## src/rtl/stream_mux_pkg.sv

```systemverilog
// Shared constants and types for the 2:1 round-robin stream merger.
package stream_mux_pkg;

    localparam int unsigned SRC_W = 1;

    typedef enum logic [1:0] {
        ST_IDLE  = 2'd0,
        ST_LOCK0 = 2'd1,
        ST_LOCK1 = 2'd2
    } state_t;

endpackage

```

## src/rtl/rr_arb2.sv

```systemverilog
// Two-requester combinational arbiter: fixed grant while held, else sole requester or prio on a tie.
module rr_arb2
    import stream_mux_pkg::*;
(
    input  logic [1:0]       req_i,
    input  logic [SRC_W-1:0] prio_i,
    input  logic             hold_i,
    input  logic [SRC_W-1:0] hold_id_i,
    output logic [SRC_W-1:0] gnt_id_o,
    output logic             gnt_vld_o
);

    always_comb begin
        gnt_id_o  = prio_i;
        gnt_vld_o = 1'b0;
        if (hold_i) begin
            // A held grant stays valid even if its source drops valid mid-packet.
            gnt_id_o  = hold_id_i;
            gnt_vld_o = 1'b1;
        end else begin
            unique case (req_i)
                2'b01: begin
                    gnt_id_o  = 1'b0;
                    gnt_vld_o = 1'b1;
                end
                2'b10: begin
                    gnt_id_o  = 1'b1;
                    gnt_vld_o = 1'b1;
                end
                2'b11: begin
                    gnt_id_o  = prio_i;
                    gnt_vld_o = 1'b1;
                end
                default: begin
                    gnt_id_o  = prio_i;
                    gnt_vld_o = 1'b0;
                end
            endcase
        end
    end

endmodule

```

## src/rtl/stream_mux_2x1_rr.sv

```systemverilog
// Merges two valid/ready streams into one registered output with round-robin, packet-atomic arbitration.
module stream_mux_2x1_rr
    import stream_mux_pkg::*;
#(
    parameter int unsigned DATA_W   = 8,
    parameter bit          PKT_MODE = 1'b1
) (
    input  logic              clk,
    input  logic              rst,
    input  logic [DATA_W-1:0] s0_data,
    input  logic              s0_valid,
    input  logic              s0_last,
    output logic              s0_ready,
    input  logic [DATA_W-1:0] s1_data,
    input  logic              s1_valid,
    input  logic              s1_last,
    output logic              s1_ready,
    output logic [DATA_W-1:0] m_data,
    output logic              m_valid,
    output logic              m_last,
    output logic [SRC_W-1:0]  m_src,
    input  logic              m_ready
);

    state_t              state_q;
    logic [SRC_W-1:0]    prio_q;
    logic [DATA_W-1:0]   m_data_q;
    logic                m_valid_q;
    logic                m_last_q;
    logic [SRC_W-1:0]    m_src_q;

    logic                adv;
    logic                hold;
    logic [SRC_W-1:0]    hold_id;
    logic [SRC_W-1:0]    gnt_id;
    logic                gnt_vld;
    logic                acc;
    logic [DATA_W-1:0]   sel_data;
    logic                sel_last;

    assign adv     = ~m_valid_q | m_ready;
    assign hold    = (state_q != ST_IDLE);
    assign hold_id = (state_q == ST_LOCK1);

    rr_arb2 u_arb (
        .req_i     ({s1_valid, s0_valid}),
        .prio_i    (prio_q),
        .hold_i    (hold),
        .hold_id_i (hold_id),
        .gnt_id_o  (gnt_id),
        .gnt_vld_o (gnt_vld)
    );

    assign s0_ready = ~rst & adv & gnt_vld & (gnt_id == 1'b0);
    assign s1_ready = ~rst & adv & gnt_vld & (gnt_id == 1'b1);

    assign acc      = (s0_ready & s0_valid) | (s1_ready & s1_valid);
    assign sel_data = (gnt_id == 1'b1) ? s1_data : s0_data;
    assign sel_last = (gnt_id == 1'b1) ? s1_last : s0_last;

    always_ff @(posedge clk) begin
        if (rst) begin
            state_q   <= ST_IDLE;
            prio_q    <= '0;
            m_data_q  <= '0;
            m_valid_q <= 1'b0;
            m_last_q  <= 1'b0;
            m_src_q   <= '0;
        end else if (adv) begin
            m_valid_q <= acc;
            if (acc) begin
                m_data_q <= sel_data;
                m_last_q <= sel_last;
                m_src_q  <= gnt_id;
                if (!PKT_MODE || sel_last) begin
                    prio_q <= ~gnt_id;
                end
                if (PKT_MODE) begin
                    if (sel_last) begin
                        state_q <= ST_IDLE;
                    end else begin
                        state_q <= (gnt_id == 1'b1) ? ST_LOCK1 : ST_LOCK0;
                    end
                end
            end
        end
    end

    assign m_data  = m_data_q;
    assign m_valid = m_valid_q;
    assign m_last  = m_last_q;
    assign m_src   = m_src_q;

endmodule

```

## config.mk

```make
export PLATFORM = sky130hd
export DESIGN_NAME = stream_mux_2x1_rr
export DESIGN_NICKNAME = d
export VERILOG_FILES = /design/src/rtl/stream_mux_pkg.sv /design/src/rtl/rr_arb2.sv /design/src/rtl/stream_mux_2x1_rr.sv
export SDC_FILE = /design/constraint.sdc
export NUM_CORES = 1
export LEC_CHECK = 0
export BUFFER_PORTS_ARGS = -buffer_cell sky130_fd_sc_hd__buf_2
export CAP_MARGIN = 20
export CORE_ASPECT_RATIO = 1.5
export CORE_UTILIZATION = 47
export CTS_BUF_LIST = sky130_fd_sc_hd__clkbuf_8 sky130_fd_sc_hd__clkbuf_16
export DETAILED_ROUTE_END_ITERATION = 8
export PLACE_DENSITY = 0.82
export SLEW_MARGIN = 0
export SYNTH_ARGS = -nofsm -noshare
export SYNTH_HDL_FRONTEND = slang
export SYNTH_SLANG_ARGS = --single-unit
```

## constraint.sdc

```tcl
create_clock -name clk -period 1.8 [get_ports clk]
set_clock_uncertainty 0.1 [all_clocks]
set_input_delay 0 -clock clk [delete_from_list [all_inputs] [get_ports clk]]
set_output_delay 0 -clock clk [all_outputs]
set_load 0.1 [all_outputs]
```

==> Word-level counts from Yosys, hierarchy flattened <==
Index checks and enable logic that the tools add are counted.
{ "word_totals": {"out_inout_bits": 13, "ff_bits": 14} }
{ "op_classes": {"muxes": 8, "reduce_logical": 4, "eq_ne": 4, "bitwise_logic": 11} }
{ "op_table": {"columns": ["cell", "count"], "rows": [
  ["$mux 8", 1],
  ["$and 1x1->1", 6],
  ["$eq 2x2->1 const B", 3],
  ["$mux 1", 4],
  ["$mux 2", 2],
  ["$not 1->1", 3],
  ["$reduce_and 3->1", 1],
  ["$reduce_or 3->1", 1],
  ["$eq 2x1->1 const B", 1],
  ["$or 1x1->1", 2],
  ["$pmux 1 s2", 1],
  ["$reduce_and 2->1", 1],
  ["$reduce_bool 2->1", 1]
]} }

==> Longest topological paths before layout <==
Gate-level depths: netlist of the first run.
{ "depth": {"depth_word": 9, "mapped_depth": 7, "ltp_nobuf": 6} }

==> By module <==
Synthesis of the first run repeated with hierarchy kept, for this count alone.
{ "unflattened": {"hier_cells": 74, "area_unflattened_um2": 785.8} }
{ "by_module_without_submodules": {"columns": ["mod", "area_each_um2", "seq_area_each_um2", "n_inst", "cells_each"], "rows": [
  ["stream_mux_2x1_rr", 728.2, 280.3, 1, 66],
  ["rr_arb2", 57.6, 0.0, 1, 8]
]} }

==> Worst setup path before layout of the first run <==
Ideal clock, no wire load.
{ "synth_timing": {"path_type": "reg-to-output", "startpoint": "reg m_valid_q, in the netlist m_valid", "endpoint": "out s0_ready", "path_stages_with_launch": 4, "setup_slack_ps": -934, "t_required_ps": 1700, "arrival_time_ps": 2634, "cell_sequence": "dfxtp_1 > nor2b_1 > or3_1 > nor2_1"} }
{ "synth_between": {"elab_chain_cells": 5} }
{ "synth_lines": {"columns": ["item", "line_no", "text"], "rows": [
  ["start: declaration", "stream_mux_2x1_rr.sv:28", "logic m_valid_q;"],
  ["start signal: assignment", "stream_mux_2x1_rr.sv:66", "m_valid_q <= 1'b0;"],
  ["start signal: assignment", "stream_mux_2x1_rr.sv:70", "m_valid_q <= acc;"],
  ["$not 1->1", "stream_mux_2x1_rr.sv:41", "assign adv = ~m_valid_q | m_ready;"],
  ["$or 1x1->1", "stream_mux_2x1_rr.sv:41", null],
  ["$and 1x1->1 (3 in series)", "stream_mux_2x1_rr.sv:54", "assign s0_ready = ~rst & adv & gnt_vld & (gnt_id == 1'b0);"],
  ["end: declaration", "stream_mux_2x1_rr.sv:13", "output logic s0_ready,"]
]} }
Every way passes these cells.

==> Worst setup path after layout of the first run <==
{ "layout_timing": {"startpoint": "reg state_q[0]", "endpoint": "out s1_ready"} }
{ "layout_between": {"elab_chain_cells": 4, "elab_cells_between_ends": 6, "cone_classes": "1 x eq/ne; 2 x mux; 2 x bitwise; 1 x reduce/logical"} }
{ "layout_lines": {"columns": ["item", "line_no", "text"], "rows": [
  ["start: declaration", "stream_mux_2x1_rr.sv:25", "state_t state_q;"],
  ["start signal: assignment", "stream_mux_2x1_rr.sv:82", "state_q <= (gnt_id == 1'b1) ? ST_LOCK1 : ST_LOCK0;"],
  ["$reduce_bool 2->1", "stream_mux_2x1_rr.sv:42", "assign hold = (state_q != ST_IDLE);"],
  ["$mux 1", "rr_arb2.sv:16", "if (hold_i) begin"],
  ["$and 1x1->1", "stream_mux_2x1_rr.sv:55", "assign s1_ready = ~rst & adv & gnt_vld & (gnt_id == 1'b1);"],
  ["$and 1x1->1 *", "stream_mux_2x1_rr.sv:55", null],
  ["end: declaration", "stream_mux_2x1_rr.sv:17", "output logic s1_ready,"]
]} }
Mark *: on every way between the ends. The rest lies on a longest branch, timed or not.

==> summary.md, run 1 <==
| Metric | Value |
|---|---|
| Layout Nets | between 150 and 200 |
| Antenna Cells | 0 |
| Hold Path Class | in2reg |
| Remaining DRCs | 0 |
| R2r setup slk | ~0.16 ns |
| CTS tree | yes |
| Period utilization | 0.940 |
| Worst EP required | between 1.5 and 2 ns |
| Placed cell count | between 150 and 200 |
| Placeable Area | approximately 1900 µm² |
| WL/cell | 13.5 µm |
| Global route total overflow | 0 |
| Vias in the first global route | ~840 |
| Ratio of cells with drive above 1 in the final layout | 0.490 |
| Yosys cell types | 30 |
| Final setup vio count | 0 |
| Most common cell after layout, fill and taps aside | buf_2 |
| Crit Path Max Fanout | 5 |
| Die ar. | roughly 2200 µm² |
| Final core occ | 0.716 |
| Worst-skew pair later-pin latency | between 0.2 and 0.3 ns |
| Crit start category | flip-flop |
| Drt first pass iters | 3 |
| Reg2reg end | m_data[7] |
| Routed WL | approximately 2.2 mm |
| I/O Pins | 36 |
| Critical path arrival | about 1.6 ns |
| Synth top area share | 0.301 |
| Min cycle time layout | 1.69 ns |
| Worst setup path class | reg2out |
| DR iter-0 viols | 24 |
| Final Non-Filler Cells | about 170 |
| #FFs+latches synth | 14 |
| # H-tree levels | 1 |
| RSZ-0062 raised after global routing | false |
| Clock tree buffer depth | 2 |
| Final Hold Vio Count | 0 |
| GPL Wtd Cong | around 0.74 |
| Die Span Y | 56.5 µm |
| Area Overhead vs Synth | 42.8% |
| Vias per inst | 5.25 |
| Post-Synthesis Cells | 97 |
| Final ANT Viol Nets | 0 |
| Leading area contributor after synthesis | dfxtp_1 |
| Most frequent cells in the layout | buf_2 (33), inv_1 (12), nand2b_1 (12), dfxtp_1 (12), buf_4 (11) |
| Setup bufs post-CTS | 0 |
| LEAKAGE | between 0.0006 and 0.0007 µW |
| Hold path start | s1_last |
| CP endpoint kind | primary output |
| Port buffer count | 35 |
| CP Launch Point | state_q[0] |
| Global-route wire length before repair | approximately 3.6 mm |
| Worst R2R Path Depth | 5 |
| Slew Limit Headroom | 0.403 |
| Syn Std Cell Area | between 900 and 1000 µm² |
| Largest net degree at the start of global routing | 20 |
| Final Max Slew Viols | 0 |
| Filler cells | between 150 and 200 |
| Synthesized Nets | about 120 |
| Hold Path Cell Cnt | 4 |
| Clock-pin slew on the worst setup and hold paths | about 0.060 ns |
| Setup TNS | 0 ns |
| Vias | 872 |
| VDD IR max | 0.658 mV |
| Top post-synthesis cells by area | dfxtp_1 (30%), a221oi_2 (13%), mux2i_1 (11%) |
| Initial Utilization | 0.501 |
| Chip width | 38.3 µm |
| Synth warn | 0 |
| Max cap viols | 0 |
| Tot Pwr | roughly 1100 µW |
| RR Startpoint | state_q[0] |
| Detailed Place HPWL | between 1.5 and 2 mm |
| Row Count | 19 |
| Initial antenna violation count | 0 |
| Total GRT Usage | 0.237 |
| Clock Sinks | 14 |
| FMAX | ~600 MHz |
| Register area share after synthesis | 0.301 |
| TritonCTS buffer count | 3 |
| Root buf cell | clkbuf_8 |
| Worst-margin pin slew | approximately 0.9 ns |
| Pwr dens | 839 nW/µm² |
| Endpoint, Worst Hold | prio_q |
| Status | finished, final reports clean |
| Syn_area_per_cell | between 9 and 10 µm² |
## metrics by stage
step	hold WS, ns	setup WS [ns]	area, µm²
floorplan	0.0476	0.00617	948
global placement	0.180	0.0538	1250
detailed placement	0.194	0.0188	1250
CTS	0.0294	0.0464	1330
global route	0.0737	0.0338	1330
finish	0.0302	0.107	1330
## Yosys cell counts
| master | instances |
|---|---|
| mux2i_1 | 10 |
| or2b_1 | 6 |
| nor4_4 | 1 |
| inv_2 | 1 |
| clkbuf_1 | 2 |
| buf_2 | 1 |
| a221oi_1 | 2 |
| nor2b_1 | 2 |
| dfxtp_1 | 14 |
| o21ai_0 | 2 |
| nor2_1 | 2 |
| ha_1 | 2 |
| nor4_1 | 2 |
| nand2b_1 | 12 |
| mux2_2 | 1 |
| buf_4 | 1 |
| nand3_1 | 2 |
| o21ba_2 | 1 |
| a221oi_2 | 8 |
| a31oi_1 | 1 |
| buf_6 | 1 |
| o21bai_4 | 1 |
| nand2_1 | 2 |
| nand3b_1 | 1 |
| o31ai_1 | 1 |
| or3_1 | 1 |
| nor3b_2 | 1 |
| inv_1 | 12 |
| a21oi_1 | 3 |
| nor3_2 | 1 |
## power breakdown
part / switching (µW) / internal (µW) / total [µW]
logic: 300 / 143 / 443
registers: 12.9 / 335 / 348
clock network: 128 / 195 / 323
total: 441 / 672 / 1110
## kinds of logic (layout without fill, tap and decap cells)
family / after synthesis / in the layout / share of synthesized area
DFF: 14 / 14 / 0.301
AOI/OAI and AO/OA: 19 / 19 / 0.221
buffers and inverters: 18 / 66 / 0.0861
and+or+nand+nor: 33 / 33 / 0.245
adders and majority gates: 2 / 2 / 0.0269
muxes: 11 / 11 / 0.120
## per-layer routing
layer	routed length [µm]	vias up	GRT usage
met5	0	-	0
met4	71	0	0.153
met3	54	5	0.0237
met2	1190	21	0.397
met1	920	409	0.268
li1	-	437	-
## final cells by class
type	instances	area, µm²	share of cell area
clock buffer	4	55.1	0.0415
inverter	13	48.8	0.0368
multi-input combinational	65	587	0.442
sequential	14	283	0.213
tap	21	26.3	0.0198
timing repair buffer	49	328	0.247
## sequential cells by signal, indices dropped and copies added, names as in the netlist
name     count
m_last       1
m_data       8
prio_q       1
m_src        1
m_valid      1
state_q      2
## critical path, cell delays in order, from the launching register on
cell and delay (ns):
dfxtp_2 0.35, nor3b_2 0.42, or3_1 0.22, buf_4 0.16
nor2_4 0.04, buf_12 0.15
## worst max-delay path by stage
stage | slack [ns] | end | cells past startpoint
6_report | 0.11 | s1_ready | 5
5_1_grt | 0.03 | s1_ready | 5
4_1_cts | 0.05 | s1_ready | 5
3_5_place_dp | 0.02 | m_data[4] | 9
3_3_place_gp | 0.05 | m_data[7] | 8
2_1_floorplan | 0.006 | m_src | 5
## repair_timing
action | CTS | global route
hold buffers | 2 | 0
resized for setup | 0 | 1
setup endpoints to repair | 0 | 3
hold endpoints to repair | 3 | 0
No activity file was read; power rests on OpenSTA's default activity.
==> run 2, diff against run 1 <==
Settings changed: CELL_PAD_IN_SITES_DETAIL_PLACEMENT set to 0, CELL_PAD_IN_SITES_GLOBAL_PLACEMENT set to 1, CORE_UTILIZATION 47 to 35, PLACE_DENSITY 0.82 to 0.83.
==> run 2 against run 1 <==
Effect of this change:
- via count up 1.0%
- non-clock buffer count decreased by 1
- critical path depth shrank 1
- global-route usage decreased by 7.4 points
- combinational power fell by 1%
- die area up 33%
- clock-buffer cell count is 1 lower
- worst hold slack gained 0.021 ns
- register-to-register slack got worse by 0.04 ns
- fmax fell by 0.58%
==> summary.md, run 2 (synthesized netlist as in run 1, its figures left out) <==
| Metric | Value |
|---|---|
| Setup bufs post-CTS | 0 |
| Endpoint, Worst Hold | prio_q |
| Chip width | between 40 and 50 µm |
| Routed WL | 2.20 mm |
| Die Span Y | ~65 µm |
| CP endpoint kind | primary output |
| Root buf cell | clkbuf_8 |
| Total GRT Usage | 0.164 |
| Final ANT Viol Nets | 0 |
| Max cap viols | 0 |
| RSZ-0062 raised after global routing | true |
| Layout Nets | 170 |
| Area Overhead vs Synth | 39.8% |
| Crit start category | flip-flop |
| Ratio of cells with drive above 1 in the final layout | 0.476 |
| DR iter-0 viols | 12 |
| Drt first pass iters | 6 |
| Worst R2R Path Depth | 3 |
| WHS | 0.0514 ns |
| Clock Sinks | 14 |
| Vias per inst | 5.28 |
| CP Cell Sequence | nor3b_2 -> or3_1 -> nor2_4 -> buf_6 |
| Most frequent cells in the layout | buf_2 (33), dfxtp_1 (13), inv_1 (12), nand2b_1 (12) |
| Status | finished, final reports clean |
| Worst-skew pair later-pin latency | between 0.2 and 0.25 ns |
| Worst setup path class | reg2out |
| Vias | between 800 and 900 |
| Pwr dens | just under 800 nW/µm² |
| Filler cells | about 230 |
| Final Hold Vio Count | 0 |
| Largest register FFs | 8 |
| Critical path arrival | 1.60 ns |
| Hold Path Cell Cnt | 4 |
| RR Startpoint | state_q[0] |
| Min cycle time layout | 1.70 ns |
| Clock tree buffer depth | 2 |
| Multi-input logic area | 587 µm² |
| Hold path start | s1_last |
| Final Max Slew Viols | 0 |
| I/O Pins | 36 |
| FMAX | just under 600 MHz |
| Remaining DRCs | 0 |
| Vias in the first global route | around 830 |
| R2r setup slk | 0.12 ns |
| Initial Utilization | 0.375 |
| Port buffer count | 35 |
| LEAKAGE | roughly 0.0006 µW |
| Global-route wire length before repair | around 3.5 mm |
| Worst EP required | 1.70 ns |
| Clock-pin slew on the worst setup and hold paths | ~0.050 ns |
| VDD IR max | between 0.3 and 0.4 mV |
| Worst-margin pin slew | around 0.93 ns |
| Placeable Area | roughly 2500 µm² |
| Die ar. | 2870 µm² |
| Area post-placement | around 1200 µm² |
| Slew Limit Headroom | 0.378 |
| Design Area, Final | between 1000 and 1500 µm² |
| Row Count | 22 |
| CTS tree | yes |
| Most common cell after layout, fill and taps aside | buf_2 |
| Crit-path slowest cell | or3_1 |
| Final setup vio count | 0 |
| GPL Wtd Cong | between 0.7 and 0.8 |
| Final core occ | 0.525 |
| TritonCTS buffer count | 3 |
| Period utilization | 0.946 |
| Crit Path Max Fanout | 5 |
| # H-tree levels | 1 |
| Global route total overflow | 0 |
| Reg2reg end | m_data[7] |
| Detailed Place HPWL | ~1.7 mm |
| Crit path largest cell delay | 0.50 ns |
| Reg area | about 280 µm² |
| WL/cell | between 10 and 15 µm |
| Antenna Cells | 0 |
| Initial antenna violation count | 0 |
| Largest net degree at the start of global routing | 15 |
| Hold Path Class | in2reg |
## run 2: worst max path at each step
stage | endpoint | slack (ns) | from | depth (start not counted)
2_1_floorplan | m_src | 0.006 | m_valid | 5
3_3_place_gp | m_data[7] | 0.05 | s0_valid | 8
3_5_place_dp | m_data[7] | 0.008 | s1_valid | 8
4_1_cts | s1_ready | 0.04 | state_q[0] | 4
5_1_grt | m_data[7] | -0.02 | state_q[0] | 3
6_report | s1_ready | 0.1 | state_q[0] | 4
## run 2: routing by layer
metal,GRT usage,vias to the layer above,part of all wire
li1,-,435,-
met1,0.183,415,0.41
met2,0.290,27,0.54
met3,0.0192,4,0.032
met4,0.0871,0,0.018
met5,0,-,0
## run 2: stage by stage
stage                     setup TNS (ns)  setup slack (ns)  total power [µW]  std cells
after floorplan                        0           0.00617               684         97
after global placement                 0            0.0487               781        162
after detailed placement               0           0.00755               788        162
after CTS                              0            0.0358              1040        167
after global routing             -0.0181           -0.0170              1080        167
final                                  0            0.0973              1030        167
## run 2: power by group
group          internal [µW]  total (µW)  leakage [µW]  switching [µW]
clock network            148         248     0.0000216             100
logic                    138         437      0.000470             299
registers                335         348      0.000115            12.8
## run 2: final cells by class
type	instances	area share
multi-input cells	65	0.451
clock buffers	3	0.0318
well taps	24	0.0231
repair buffers	48	0.240
inverters	13	0.0375
flip-flops and latches	14	0.217
## run 2: critical path, delay by kind of cell, from the launching register on
kind                   cells  cell delay (ns)
buffers and inverters      1             0.23
flip-flops                 1             0.40
AND/OR/NAND/NOR            3             0.74
## run 2: what timing repair did
item | 4_1_cts | 5_1_grt
hold buffers | 2 | 0
endpoints found under the hold margin | 3 | 0
endpoints found under the setup margin | 1 | 2
cloned | 0 | 0
resized for setup | 1 | 1
==> run 3, diff against run 2 <==
Settings changed: CORE_UTILIZATION 35 to 29, PLACE_DENSITY 0.83 to 0.72.
==> run 3 against run 2 <==
Effect of this change:
- final cell count rose by 10%
- fmax grew 0.72%
- flip-flop and latch count did not move
- clock-buffer cell count rose by 1
- combinational power grew 3%
- critical path type unchanged
- die area is 20% higher
- cell area rose by 5.3%
- routed wire length increased by 6.8%
- sequential share of layout area is 1.0 points lower
- sequential power is essentially flat
- clock power is 25% higher
- largest power group unchanged
==> summary.md, run 3 (synthesized netlist as in run 1, its figures left out) <==
| Metric | Value |
|---|---|
| Reg area | about 280 µm² |
| Most common cell after layout, fill and taps aside | buf_2 |
| WHS | 0.0258 ns |
| Pwr dens | between 800 and 900 nW/µm² |
| Worst EP required | between 1.5 and 2 ns |
| Global-route wire length before repair | ~3.7 mm |
| Multi-input logic area | ~610 µm² |
| Remaining DRCs | 0 |
| Area post-placement | 1270 µm² |
| Critical path arrival | between 1.5 and 2 ns |
| Detailed Place HPWL | between 1.5 and 2 mm |
| Vias | about 900 |
| Chip width | slightly below 50 µm |
| Crit Path Max Fanout | 6 |
| Total GRT Usage | 0.154 |
| Final Max Slew Viols | 0 |
| Crit path largest cell delay | between 0.3 and 0.4 ns |
| TritonCTS buffer count | 3 |
| CP top delay family | simple AND/OR/NAND/NOR gates |
| Largest net degree at the start of global routing | 15 |
| Clock tree buffer depth | 2 |
| Min cycle time layout | between 1.5 and 2 ns |
| CP endpoint kind | primary output |
| Worst setup path class | reg2out |
| Routed WL | about 2.4 mm |
| Status | finished, final reports clean |
| RSZ-0062 raised after global routing | false |
| VDD IR max | 0.402 mV |
| Crit path buf inv count | 2 |
| Initial Utilization | 0.313 |
| GPL Wtd Cong | between 0.7 and 0.8 |
| Port buffer count | 35 |
| DR iter-0 viols | 8 |
| Vias in the first global route | ~860 |
| LEAKAGE | 0.000623 µW |
| Filler cells | roughly 310 |
| Clock-pin slew on the worst setup and hold paths | 0.06 ns |
| Most frequent cells in the layout | buf_2 (33), inv_1 (12), nand2b_1 (12), dfxtp_1 (12), buf_4 (11) |
| Final setup vio count | 0 |
| Crit-path slowest cell | or3_1 |
| Die ar. | 3440 µm² |
| Period utilization | 0.939 |
| Slew Limit Headroom | 0.618 |
| Initial antenna violation count | 0 |
| Drt first pass iters | 4 |
| Root buf cell | clkbuf_8 |
| Worst-skew pair later-pin latency | between 0.2 and 0.3 ns |
| Global route total overflow | 0 |
| CP Cell Sequence | nor2b_2 -> or3_1 -> buf_4 -> nor2_4 -> buf_12 |
| Tot Pwr | approximately 1100 µW |
| I/O Pins | 36 |
| Setup bufs post-CTS | 0 |
| Final Hold Vio Count | 0 |
| Die Span Y | slightly above 70 µm |
| Antenna Cells | 0 |
| Vias per inst | ~4.8 |
| CTS tree | yes |
| Hold Path Class | in2reg |
| Crit start category | flip-flop |
| Row Count | 24 |
| Final ANT Viol Nets | 0 |
| WL/cell | around 13 µm |
| Ratio of cells with drive above 1 in the final layout | 0.497 |
| Layout Nets | between 150 and 200 |
| Placeable Area | between 2000 and 3000 µm² |
| Worst-margin pin slew | 0.571 ns |
| # H-tree levels | 1 |
| Area Overhead vs Synth | 47.2% |
| Clock Sinks | 14 |
| Design Area, Final | roughly 1400 µm² |
| FMAX | approximately 590 MHz |
| Largest register FFs | 8 |
| Max cap viols | 0 |
==> run 3: area by class of cell <==
class                   count  area share
clock buffers               4      0.0402
inverters                  13      0.0356
multi-input cells          65       0.442
flip-flops and latches     14       0.207
well taps                  39      0.0356
repair buffers             49       0.239
==> run 3: what timing repair did <==
item / CTS / global route
hold endpoints to repair: 3 / 0
hold buffers: 2 / 0
resized for setup: 0 / 4
setup endpoints to repair: 0 / 8
==> run 3: path summary, 6_finish.rpt <==
check | start | endpoint | slack, ns | cells past startpoint
max reg2reg | prio_q | m_data[7] | 0.19 | 5
max | m_valid | s1_ready | 0.11 | 5
min | s1_last | prio_q | 0.03 | 4
min reg2reg | m_last | m_last | 0.36 | 2
==> run 3: report_power, final <==
part | internal (µW) | total (µW) | leakage (µW) | switching (µW)
logic | 146 | 449 | 0.000478 | 303
registers | 335 | 348 | 0.000116 | 12.9
clock network | 194 | 310 | 0.0000288 | 116
==> run 3: metal layers <==
| metal | share of wire | vias up | global-route usage |
|---|---|---|---|
| met2 | 0.56 | 25 | 0.261 |
| met3 | 0.031 | 6 | 0.0151 |
| li1 | - | 441 | - |
| met1 | 0.38 | 413 | 0.171 |
| met4 | 0.031 | 0 | 0.0957 |
| met5 | 0 | - | 0 |
==> run 3: metrics by stage <==
stage	instances	utilization	TNS, ns	setup slack (ns)
after floorplan	97	-	0	0.00617
after global placement	178	0.428	0	0.0313
after detailed placement	178	0.428	-0.00424	-0.00424
after CTS	184	0.454	0	0.0423
after global routing	184	0.460	0	0.0320
final	184	0.460	0	0.109
==> run 3: worst register-to-register path: cells and delay by family (launching register included) <==
family                 cells  cell delay (ns)
flip-flops                 1             0.31
multiplexers               2             0.41
buffers and inverters      1             0.20
AO/OA/AOI/OAI              2             0.51
